File: src/rtl/sc_pkg.sv
// Shared types and constants for the stochastic-computing multiplier sequencer.
package sc_pkg;

    localparam int SC_WIDTH = 8;

    localparam logic [7:0] SEED_A = 8'h01;
    localparam logic [7:0] SEED_B = 8'hF4;
    localparam logic [7:0] TAP_A  = 8'h8E;  // x^8+x^4+x^3+x^2+1
    localparam logic [7:0] TAP_B  = 8'hB8;  // x^8+x^6+x^5+x^4+1

    typedef enum logic [1:0] {
        IDLE = 2'd0,
        RUN  = 2'd1,
        DONE = 2'd2
    } sc_state_t;

endpackage

File: src/rtl/sc_lfsr.sv
// Fibonacci LFSR, shift-left form. Seed is restored on reset and on load.
module sc_lfsr
    import sc_pkg::*;
#(
    parameter int               WIDTH = SC_WIDTH,
    parameter logic [WIDTH-1:0] TAP   = WIDTH'(TAP_A),
    parameter logic [WIDTH-1:0] SEED  = WIDTH'(SEED_A)
) (
    input  logic             clk,
    input  logic             rst_n,
    input  logic             load,
    input  logic             en,
    output logic [WIDTH-1:0] q
);

    always_ff @(posedge clk or negedge rst_n) begin
        if (!rst_n) begin
            q <= SEED;
        end else if (load) begin
            q <= SEED;
        end else if (en) begin
            q <= {q[WIDTH-2:0], ^(q & TAP)};
        end
    end

endmodule

File: src/rtl/sc_mul_seq.sv
// Sequencer for the SC multiplier: accepts an operand pair, runs one full LFSR
// period of AND-ed comparator streams and returns the ones count.
module sc_mul_seq
    import sc_pkg::*;
#(
    parameter int WIDTH = SC_WIDTH
) (
    input  logic             clk,
    input  logic             rst_n,
    input  logic             in_valid,
    output logic             in_ready,
    input  logic [WIDTH-1:0] in_a,
    input  logic [WIDTH-1:0] in_b,
    input  logic             abort,
    output logic             out_valid,
    input  logic             out_ready,
    output logic [WIDTH-1:0] out_result,
    output logic             busy
);

    localparam int               LEN      = 2**WIDTH - 1;
    localparam logic [WIDTH-1:0] LAST_CYC = WIDTH'(LEN - 1);

    sc_state_t        state_reg;
    sc_state_t        state_next;
    logic [WIDTH-1:0] a_reg;
    logic [WIDTH-1:0] b_reg;
    logic [WIDTH-1:0] acc_reg;
    logic [WIDTH-1:0] cyc_reg;
    logic [WIDTH-1:0] lfsr_a;
    logic [WIDTH-1:0] lfsr_b;
    logic             accept;
    logic             running;
    logic             bit_a;
    logic             bit_b;

    assign accept  = (state_reg == IDLE) && in_valid;
    assign running = (state_reg == RUN);
    assign bit_a   = (a_reg > lfsr_a);
    assign bit_b   = (b_reg > lfsr_b);

    sc_lfsr #(
        .WIDTH (WIDTH),
        .TAP   (WIDTH'(TAP_A)),
        .SEED  (WIDTH'(SEED_A))
    ) u_lfsr_a (
        .clk   (clk),
        .rst_n (rst_n),
        .load  (accept),
        .en    (running),
        .q     (lfsr_a)
    );

    sc_lfsr #(
        .WIDTH (WIDTH),
        .TAP   (WIDTH'(TAP_B)),
        .SEED  (WIDTH'(SEED_B))
    ) u_lfsr_b (
        .clk   (clk),
        .rst_n (rst_n),
        .load  (accept),
        .en    (running),
        .q     (lfsr_b)
    );

    always_ff @(posedge clk or negedge rst_n) begin
        if (!rst_n) begin
            state_reg <= IDLE;
        end else begin
            state_reg <= state_next;
        end
    end

    // abort wins over both completion and the output handshake
    always_comb begin
        state_next = state_reg;
        case (state_reg)
            IDLE: if (in_valid) state_next = RUN;
            RUN: begin
                if (abort)                     state_next = IDLE;
                else if (cyc_reg == LAST_CYC)  state_next = DONE;
            end
            DONE: begin
                if (abort)          state_next = IDLE;
                else if (out_ready) state_next = IDLE;
            end
            default: state_next = IDLE;
        endcase
    end

    always_ff @(posedge clk or negedge rst_n) begin
        if (!rst_n) begin
            a_reg   <= '0;
            b_reg   <= '0;
            acc_reg <= '0;
            cyc_reg <= '0;
        end else if (accept) begin
            a_reg   <= in_a;
            b_reg   <= in_b;
            acc_reg <= '0;
            cyc_reg <= '0;
        end else if (running) begin
            acc_reg <= acc_reg + {{(WIDTH-1){1'b0}}, bit_a & bit_b};
            cyc_reg <= cyc_reg + 1'b1;
        end
    end

    assign in_ready   = (state_reg == IDLE);
    assign out_valid  = (state_reg == DONE);
    assign busy       = (state_reg != IDLE);
    assign out_result = acc_reg;

endmodule

File: config.mk
export PLATFORM = sky130hd
export DESIGN_NAME = sc_mul_seq
export DESIGN_NICKNAME = d
export VERILOG_FILES = /design/src/rtl/sc_pkg.sv /design/src/rtl/sc_lfsr.sv /design/src/rtl/sc_mul_seq.sv
export SDC_FILE = /design/constraint.sdc
export NUM_CORES = 1
export LEC_CHECK = 0
export BUFFER_PORTS_ARGS = -buffer_cell sky130_fd_sc_hd__buf_2
export CAP_MARGIN = 15
export CORE_UTILIZATION = 50
export CTS_CLUSTER_SIZE = 12
export DETAILED_ROUTE_END_ITERATION = 12
export PLACE_DENSITY = 0.79
export SETUP_SLACK_MARGIN = 0.5
export SYNTH_ARGS = -nofsm -noshare
export SYNTH_HDL_FRONTEND = slang
export SYNTH_SLANG_ARGS = --single-unit
File: constraint.sdc
create_clock -name clk -period 2.8 [get_ports clk]
set_input_delay 0.42 -clock clk [delete_from_list [all_inputs] [get_ports clk]]
set_output_delay 0.42 -clock clk [all_outputs]
set_load 0.01 [all_outputs]
==> impl_metrics.py <==
metrics = {
    "run_status": {
        "outcome": "finished clean",
    },
    "place": {
        "dpl.hpwl_mm": 3.37,
        "gp_congestion": 0.803,
        "dpl.cell_count": 369,
        "port_buffers": 31,
    },
    "clock_network": {
        "cts_buffers": 5,
        "cts_root_buf": "clkbuf_8",
        "cts_tree": "yes",
        "clk_latency_ns": 0.31,
        "htree_levels": 2,
        "path_clk_slew_ns": 0.10,
        "cts.sinks": 50,
        "clock_path_buffers": 2,
    },
    "drt": {
        "wl_mm": 5.13,
        "drt-met1-wl_mm": 2.33,
        "met2_length_mm": 2.52,
        "drcViolationCount": 0,
        "vias_per_cell": 5.32,
        "highest_layer": "met4",
        "ant_nets": 0,
        "drtIter0Drc": 155,
        "vias": 2053,
        "wl_met3_um": 221,
        "firstDrtPassIters": 4,
        "avgRoutedWirePerCell_um": 13.3,
    },
    "critical_path": {
        "path_buf_inv": 2,
        "required_ns": 3.00,
        "r2r_cells": 13,
        "critPathTopFamily": "adder cells",
        "critPathCaptureType": "flop",
        "r2r-end": "out_result[4]$_DFFE_PN0P_",
        "r2r_start": "u_lfsr_b.q[6]$_DFFE_PN1P_",
        "reg2reg_slack_ns": 0.36,
        "path_cells": "inv_2 > ha_4 > nand4_1 > a21oi_1 > nor3_1 > nor3_1 > ha_2 > ha_4 > and3_4 > buf_4 > nor2_2 > o21ai_1 > o21ai_1",
        "critical_path.max_fanout": 3,
        "cp_slowest_cell": "dfstp_2",
        "cpPeakStageDelay_ns": 0.54,
        "cp.arrival_ns": 2.64,
        "crit_path_start_kind": "flop",
        "worst-path-stages": 13,
        "worst-setup-path-type": "reg2reg",
    },
    "layout": {
        "nets": 359,
        "fin_util": 0.634,
        "area_delta_synth_final_pct": 19.6,
        "insertedDiodeCount": 0,
        "stdcell_count": 386,
        "drive_gt1_frac": 0.245,
    },
    "synthesis": {
        "syn_nets": 320,
        "yosysSeqAreaShare": 0.493,
        "yosys_warnings": 0,
        "synth_cells": 279,
        "synth_top_cell_by_area": "dfrtp_1",
        "ys_seq_elements": 50,
        "synth_area_leaders": "dfrtp_1, ha_1, nand2_1",
        "synth_cell_type_count": 32,
        "syn_area_um2": 2550,
        "syn_avg_cell_area_um2": 9.15,
        "synth_top_area_share": 0.431,
    },
    "timing": {
        "fmax_mhz": 410,
        "hold_viol": 0,
        "tightest_slew_ns": 0.726,
        "final.min_clock_period_ns": 2.44,
        "fin_crit_sh": 0.870,
        "skew_ns": 0.0105,
        "relSlewSlack": 0.516,
        "setup_viol": 0,
        "grt_setup_unrepaired": "yes",
        "slew_violations": 0,
        "finalSetupTns_ns": 0,
    },
    "job": {
        "cap_violations": 0,
    },
    "global_route": {
        "grt_pass1_wl_mm": 8.59,
        "grt_usage": 0.209,
        "overflow": 0,
        "grt_pass1_vias": 1954,
        "grt_max_degree": 36,
        "antenna_found_initial": 0,
    },
    "pwr": {
        "power.leakage_nw": 1.44,
        "ir_drop_mv": 0.455,
        "powerDensity_nw_per_um2": 762,
    },
    "floorplanning": {
        "die_area_um2": 5390,
        "fp.coreArea_um2": 4820,
        "die_h_um": 73.5,
        "io_pins": 32,
        "initial_core_util": 0.530,
        "fp-row-count": 25,
        "fp.dieW_um": 73.5,
    },
    "min_path": {
        "hp-class": "in2async",
    },
}
## cell families (layout without fill, tap and decap cells)
| kind of cell | after synthesis | in the layout | share of synthesized area |
|---|---|---|---|
| adder cells (fa/ha/maj) | 20 | 20 | 0.0980 |
| flip-flops | 50 | 50 | 0.493 |
| multiplexers | 3 | 3 | 0.0118 |
| XOR/XNOR | 8 | 8 | 0.0275 |
| buffers and inverters | 31 | 71 | 0.0529 |
| AND/OR/NAND/NOR | 110 | 110 | 0.196 |
| AO/OA/AOI/OAI | 57 | 57 | 0.121 |
## what timing repair did
action	4_1_cts	5_1_grt
buffers inserted	6	3
hold buffers	0	0
hold endpoints to repair	0	0
pin swaps	8	8
gates resized for setup	9	8
setup endpoints to repair	3	5
## layer usage
metal	up-vias	global-route usage
li1	1019	-
met1	984	0.266
met2	44	0.353
met3	6	0.0480
met4	0	0.0684
met5	-	0
## cells in the mapped netlist (all sizes together)
cell type,instances
nand2,61
dfrtp,44
o21ai,41
ha,20
nand3,20
inv,19
buf,9
nor2,8
nand4,7
dfstp,6
xnor2,6
a21oi,5
nor3,4
clkbuf,3
mux2i,3
nor2b,3
o31ai,3
a211oi,2
a31oi,2
and2,2
and3,2
o211ai,2
xor2,2
a22oi,1
and2b,1
nand2b,1
o22ai,1
or2,1
## worst max-delay path by stage
stage	start	to
2_1_floorplan	u_lfsr_b.q[5]$_DFFE_PN1P_	out_result[6]$_DFFE_PN0P_
3_3_place_gp	u_lfsr_a.q[1]$_DFFE_PN0P_	out_result[6]$_DFFE_PN0P_
3_5_place_dp	u_lfsr_a.q[1]$_DFFE_PN0P_	out_result[6]$_DFFE_PN0P_
4_1_cts	u_lfsr_a.q[1]$_DFFE_PN0P_	out_result[6]$_DFFE_PN0P_
5_1_grt	u_lfsr_b.q[7]$_DFFE_PN1P_	out_result[6]$_DFFE_PN0P_
6_report	u_lfsr_b.q[6]$_DFFE_PN1P_	out_result[4]$_DFFE_PN0P_
## per-stage QoR
step | setup slack [ns] | area [µm²] | total power, mW | hold WS (ns)
5_1_grt | 0.260 | 3050 | 2.48 | 0.0336
6_report | 0.363 | 3050 | 2.33 | 0.0100
2_1_floorplan | 0.501 | 2560 | 1.45 | 0.124
4_1_cts | 0.481 | 3010 | 2.30 | 0.0190
3_5_place_dp | 0.332 | 2770 | 1.63 | 0.357
3_3_place_gp | 0.415 | 2770 | 1.59 | 0.359
## area by class of cell
class	instances	area, µm²
sequential	50	1260
timing repair buffer	44	253
multi-input combinational	198	1250
clock inverter	3	68.8
fill	417	1760
inverter	19	71.3
tap	67	83.8
clock buffer	5	68.8
## power breakdown
group | switching (mW) | internal [mW] | leakage [nW]
clock network | 0.247 | 0.358 | 0.0683
registers | 0.135 | 0.889 | 0.635
logic | 0.368 | 0.330 | 0.739
total | 0.749 | 1.58 | 1.44
## cell usage in the layout (no fill, tap or decap), types with 6 or more instances in the layout
| cell type | Yosys | final |
|---|---|---|
| nand4_1 | 7 | 7 |
| buf_4 | 3 | 13 |
| o21ai_0 | 28 | 26 |
| ha_1 | 20 | 14 |
| xnor2_1 | 6 | 6 |
| inv_1 | 19 | 15 |
| o21ai_1 | 13 | 15 |
| dfrtp_1 | 44 | 44 |
| nand3_1 | 20 | 19 |
| buf_2 | 6 | 31 |
| dfstp_2 | 6 | 6 |
| nand2_1 | 61 | 61 |
## worst register-to-register path, delay by kind of cell (launching register included)
| kind | cells | cell delay (ns) |
|---|---|---|
| fa+ha+maj | 3 | 0.66 |
| simple gates | 5 | 0.64 |
| flops | 1 | 0.54 |
| compound gates | 3 | 0.34 |
| buf+inv | 2 | 0.16 |
Power figures use the tool's default switching activity.
